`config.mk`:
```
export PLATFORM = sky130hd
export DESIGN_NAME = mem_port_arbiter
export DESIGN_NICKNAME = d
export VERILOG_FILES = /design/src/rtl/mem_port_arbiter.sv
export SDC_FILE = /design/constraint.sdc
export NUM_CORES = 1
export LEC_CHECK = 0
export ABC_AREA = 1
export CORE_ASPECT_RATIO = 0.5
export CORE_MARGIN = 3
export CORE_UTILIZATION = 41
export DETAILED_ROUTE_END_ITERATION = 8
export GPL_ROUTABILITY_DRIVEN = 0
export PLACE_DENSITY_LB_ADDON = 0.3
export REMOVE_ABC_BUFFERS = 1
export SETUP_SLACK_MARGIN = 0.4
export SYNTH_ARGS = -nofsm -noshare
export SYNTH_HDL_FRONTEND = slang
export SYNTH_SLANG_ARGS = --single-unit
export TNS_END_PERCENT = 50
```
`constraint.sdc`:
```
create_clock -name clk -period 1.5 [get_ports clk]
set_input_delay 0.225 -clock clk [delete_from_list [all_inputs] [get_ports clk]]
set_output_delay 0.225 -clock clk [all_outputs]
set_load 0.03 [all_outputs]
```
`src/rtl/mem_port_arbiter.sv`:
```
// Arbiter sharing one single-ported memory between instruction fetch and data load/store.
// Serialises accesses as IDLE -> ACCESS (MEM_LAT+1 cycles) -> RESP and stalls the waiting stages.
module mem_port_arbiter #(
    parameter int ADDR_W  = 32,
    parameter int DATA_W  = 32,
    parameter int MEM_LAT = 2
) (
    input  logic              clk,
    input  logic              reset,
    input  logic              if_req,
    input  logic [ADDR_W-1:0] if_addr,
    input  logic              if_kill,
    output logic              if_done,
    output logic [DATA_W-1:0] if_rdata,
    input  logic              dm_req,
    input  logic              dm_we,
    input  logic [ADDR_W-1:0] dm_addr,
    input  logic [DATA_W-1:0] dm_wdata,
    output logic              dm_done,
    output logic [DATA_W-1:0] dm_rdata,
    output logic              mem_req,
    output logic              mem_we,
    output logic [ADDR_W-1:0] mem_addr,
    output logic [DATA_W-1:0] mem_wdata,
    input  logic [DATA_W-1:0] mem_rdata,
    output logic              stall_if,
    output logic              stall_mem
);

    localparam logic [3:0] LAT = 4'(MEM_LAT);

    typedef enum logic [1:0] {
        IDLE   = 2'd0,
        ACCESS = 2'd1,
        RESP   = 2'd2
    } state_t;

    state_t            state_reg, state_next;
    logic              grant_data_reg;
    logic              last_data_reg;
    logic              kill_reg;
    logic              we_reg;
    logic [3:0]        cnt_reg;
    logic [ADDR_W-1:0] mem_addr_reg;
    logic [DATA_W-1:0] mem_wdata_reg;
    logic [DATA_W-1:0] if_rdata_reg;
    logic [DATA_W-1:0] dm_rdata_reg;

    logic any_req;
    logic grant_data;
    logic fetch_active;
    logic kill_now;
    logic capture;

    assign any_req      = if_req | dm_req;
    // Data has priority unless it won the previous grant and fetch is also waiting.
    assign grant_data   = dm_req & ~(if_req & last_data_reg);
    assign fetch_active = (state_reg != IDLE) & ~grant_data_reg;
    assign kill_now     = kill_reg | (fetch_active & if_kill);
    assign capture      = (state_reg == ACCESS) && (cnt_reg == 4'd0);

    always_comb begin
        state_next = state_reg;
        mem_req    = 1'b0;
        mem_we     = 1'b0;
        if_done    = 1'b0;
        dm_done    = 1'b0;
        case (state_reg)
            IDLE: begin
                if (any_req) state_next = ACCESS;
            end
            ACCESS: begin
                mem_req = (cnt_reg == LAT);
                mem_we  = (cnt_reg == LAT) & we_reg;
                if (cnt_reg == 4'd0) state_next = RESP;
            end
            RESP: begin
                // A kill arriving in the response cycle itself still swallows the pulse.
                if_done    = ~grant_data_reg & ~kill_reg & ~if_kill;
                dm_done    = grant_data_reg;
                state_next = IDLE;
            end
            default: state_next = IDLE;
        endcase
    end

    always_ff @(posedge clk) begin
        if (reset) begin
            state_reg      <= IDLE;
            grant_data_reg <= 1'b0;
            last_data_reg  <= 1'b0;
            kill_reg       <= 1'b0;
            we_reg         <= 1'b0;
            cnt_reg        <= 4'd0;
            mem_addr_reg   <= '0;
            mem_wdata_reg  <= '0;
            if_rdata_reg   <= '0;
            dm_rdata_reg   <= '0;
        end else begin
            state_reg <= state_next;
            case (state_reg)
                IDLE: begin
                    if (any_req) begin
                        grant_data_reg <= grant_data;
                        last_data_reg  <= grant_data;
                        cnt_reg        <= LAT;
                        mem_addr_reg   <= grant_data ? dm_addr : if_addr;
                        mem_wdata_reg  <= grant_data ? dm_wdata : '0;
                        we_reg         <= grant_data & dm_we;
                    end
                end
                ACCESS: begin
                    if (cnt_reg != 4'd0) cnt_reg <= cnt_reg - 4'd1;
                    if (capture) begin
                        if (grant_data_reg && !we_reg) dm_rdata_reg <= mem_rdata;
                        if (!grant_data_reg && !kill_now) if_rdata_reg <= mem_rdata;
                    end
                end
                default: ;
            endcase
            if (state_reg == RESP) kill_reg <= 1'b0;
            else if (fetch_active && if_kill) kill_reg <= 1'b1;
        end
    end

    assign mem_addr  = mem_addr_reg;
    assign mem_wdata = mem_wdata_reg;
    assign if_rdata  = if_rdata_reg;
    assign dm_rdata  = dm_rdata_reg;
    assign stall_if  = if_req & ~if_done;
    assign stall_mem = dm_req & ~dm_done;

endmodule

```
==> impl_summary.log <==
[metrics] result of the run: finished with violations
[metrics] violated checks: setup timing
[metrics] number of stages on the worst setup path: 10
[metrics] Critical Path AT: 1990 ps
[metrics] critical path class: reg2reg
[metrics] met1 capacity usage during global routing: 25.2%
[metrics] worst slew pin tran: between 400 and 500 ps
[metrics] Filler cells: about 750
[metrics] H-Tree Depth: 4
[metrics] post-route fraction of the period consumed by the critical path: 110%
[metrics] Worst Reg-to-Reg Cells: 10
[metrics] core area: 12900 um2
[metrics] main flop type after synthesis: dfxtp_1
[metrics] highest attainable clock frequency: between 600 and 700 MHz
[metrics] static leakage: 4.86 nW
[metrics] count of max-cap constraint violations: 0
[metrics] beginning of the worst register-to-register path: cnt_reg[0]
[metrics] Post-synth EDFFs: 0
[metrics] Worst setup SP type: flip-flop
[metrics] antenna violations before repair: 0
[metrics] router iterations before antenna repair: 5
[metrics] clock buffers created by TritonCTS: 17
[metrics] detailed router's first-iteration violation count: 380
[metrics] die height: between 80 and 90 um
[metrics] Async S/R FF share, synth: 0%
[metrics] average wire per standard cell: 17.7 um
[metrics] synthesized area: 5530 um2
[metrics] Clock Sinks: 137
[metrics] via count: slightly above 6000
[metrics] R2R Path End: dm_rdata[11]
[metrics] CTS tree: yes
[metrics] Die Span X: 170 um
[metrics] peak supply drop: 0.00105 V
[metrics] vias in the first global route: roughly 5600
[metrics] maximum number of pins on one net before global-route repair: 65
[metrics] clock-pin slew on the worst setup and hold paths: 60 ps
[metrics] final clock skew: 8.31 ps
[metrics] final core utilization: 83.3%
[metrics] power per cell area: 1320 nW/um2
[metrics] Setup crit start: cnt_reg[0]
[metrics] count of pins over their slew limit: 0
[metrics] met3 global-route usage: under 10%
[metrics] Port-buffer cells: 267
[metrics] fraction of layout cells with a size suffix above 1: 51.1%
[metrics] global route hottest layer: met2
[metrics] post-route DRC violation count: 0
[metrics] Remaining Overflow, GRT: 0
[metrics] clock latency on the worst-skew pair: 400 ps
[metrics] number of top-level pins: 268
[metrics] post-synthesis sequential area ratio: 49.6%
[metrics] element type at the critical path end: flip-flop
[metrics] Worst R2R Setup Slack: -150 ps
[metrics] die area: 15000 um2
[metrics] CP Buf/Inv Count: 4
[metrics] number of inserted diodes: 0
[metrics] Hold/Removal Path Class: in2reg
[metrics] end of the critical path: dm_rdata[11]
[metrics] wire length of the first global-routing pass: 27400 um
[metrics] routed vias/inst: 5.04
[metrics] number of unique standard cell types used by synthesis: 25
[metrics] setup ws final: -153 ps
[metrics] delay of the slowest cell on the worst path: 330 ps
[metrics] ANT nets after route: 0
[metrics] estimated wirelength of the detail-placed design: 11800 um
[metrics] Critical Path, Cell by Cell: inv_2 > buf_6 > ha_4 > nand2_4 > nor2_8 > inv_4 > nor2_4 > buf_8 > nor2_1 > nor2_2
[metrics] synthesized netlist cell count: roughly 760
[metrics] synthesized flop and latch total: 137
[metrics] crit path time final: ~1700 ps
[metrics] overall routing resource usage: 22.6%
[metrics] met2 track demand over resource in global routing: 42.6%
[metrics] layout net count: 1191
[metrics] DRT Wirelength: 21800 um
[metrics] final hold viol count: 0
[metrics] Worst Path Max Fanout: 8
[metrics] effective utilization at floorplan: about 43%
[metrics] headroom to the max-slew limit: 69.2%
[metrics] std cell rows: 29
[metrics] setup repair after global routing missed its margin: true
[metrics] required time at the endpoint of the critical path: roughly 1800 ps
[metrics] syn_area_per_cell: 7.29 um2
[metrics] Worst Setup Slack post-DPL: -108 ps
[metrics] buffer cell driving the clock tree root: clkbuf_16
[metrics] Crit path max-delay family: simple AND/OR/NAND/NOR gates
[metrics] Ys Warns: 0
[metrics] Layout Area Growth over Synthesis: 94.5%
[metrics] setup violators final: 74
[metrics] maximum buffer depth of the clock tree: 2
[metrics] slowest stage cell on the critical path: dfxtp_2
## per-layer routing
| metal | wire length, um | vias to the layer above |
|---|---|---|
| li1 | - | 2928 |
| met1 | 8430 | 2981 |
| met2 | 11400 | 248 |
| met3 | 1370 | 62 |
| met4 | 672 | 0 |
| met5 | 0 | - |
## stage by stage
step / cells / hold WS [ps] / total power [mW] / setup TNS [ps] / area, um2
floorplan: 718 / 294 / 6.22 / -86580 / 5330
global placement: 1172 / 438 / 7.84 / -3260 / 8480
detailed placement: 1172 / 446 / 7.92 / -6750 / 8480
CTS: 1209 / 360 / 13.2 / -393 / 9650
global route: 1234 / 362 / 14.7 / -11010 / 10800
finish: 1234 / 365 / 14.2 / -6150 / 10800
## worst min-delay path by stage
stage	end	from	cells past startpoint
4_1_cts	mem_wdata[6]	dm_wdata[6]	3
3_5_place_dp	mem_addr[19]	mem_addr[19]	2
3_3_place_gp	mem_wdata[4]	mem_wdata[4]	2
2_1_floorplan	state_reg[0]	reset	1
5_1_grt	mem_wdata[4]	dm_wdata[4]	3
6_report	mem_wdata[2]	dm_wdata[2]	3
## synth_stat cells (all sizes together), types with 3 or more instances
| cell | n | area share, % |
|---|---|---|
| nand3 | 4 | 0.36 |
| ha | 3 | 0.68 |
| dfxtp | 137 | 50 |
| nand2 | 176 | 12 |
| o21ai | 99 | 9.0 |
| inv | 81 | 5.5 |
| clkbuf | 15 | 1.0 |
| nor2 | 177 | 14 |
| nand3b | 32 | 4.3 |
| nor3 | 3 | 0.27 |
| buf | 26 | 2.6 |
| a21oi | 4 | 0.36 |
## power breakdown
group	leakage (nW)	switching, mW	internal (mW)	total (mW)
combinational	3.35	2.59	2.15	4.74
sequential	1.18	0.383	4.18	4.56
clock	0.325	1.61	3.27	4.88
## worst reg2reg max path, stage by stage, from the launching register on
cell	delay (ps)
dfxtp_2	330
inv_2	80
buf_6	120
ha_4	140
nand2_4	70
nor2_8	180
inv_4	60
nor2_4	230
buf_8	210
nor2_1	90
nor2_2	90
## what timing repair did
action	in CTS	in global routing
setup buffers	8	8
gates cloned	0	17
pin swaps	18	61
hold buffers	0	0
resized for setup	1061	261
setup endpoints to repair	270	270
endpoints found under the hold margin	0	0
## cells by family (layout without fill, tap and decap cells)
kind of cell / after synthesis / after routing / synth area share [%]
AOI/OAI and AO/OA: 105 / 105 / 9.63
DFF: 137 / 137 / 49.6
and+or+nand+nor: 392 / 392 / 31.0
adders and majority gates: 3 / 3 / 0.678
buffers and inverters: 122 / 427 / 9.16
## layout make-up
cell class / instances / area, um2 / area share [%]
clock buffer: 17 / 425 / 3.95
clock inverter: 12 / 249 / 2.31
inverter: 81 / 319 / 2.96
multi-input combinational: 500 / 2990 / 27.8
sequential: 137 / 2930 / 27.2
tap: 170 / 213 / 1.98
timing repair buffer: 317 / 3640 / 33.8
## placed cells by master, fill, tap and decap left out, types with 3 or more instances in the layout
| master | count |
|---|---|
| buf_6 | 135 |
| clkdlybuf4s50_1 | 133 |
| dfxtp_2 | 129 |
| nand2_1 | 106 |
| nor2_1 | 102 |
| inv_1 | 72 |
| o21ai_1 | 61 |
| nor2_2 | 57 |
| nand2_2 | 39 |
| o21ai_2 | 36 |
| nand3b_1 | 32 |
| nand2_4 | 30 |
| clkbuf_16 | 28 |
| buf_4 | 18 |
| nor2_4 | 17 |
| buf_12 | 16 |
| inv_2 | 7 |
| bufinv_16 | 7 |
| dfxtp_4 | 6 |
| nand3_1 | 4 |
| buf_8 | 4 |
| a21oi_1 | 3 |
(Power assumes the default switching activity.)
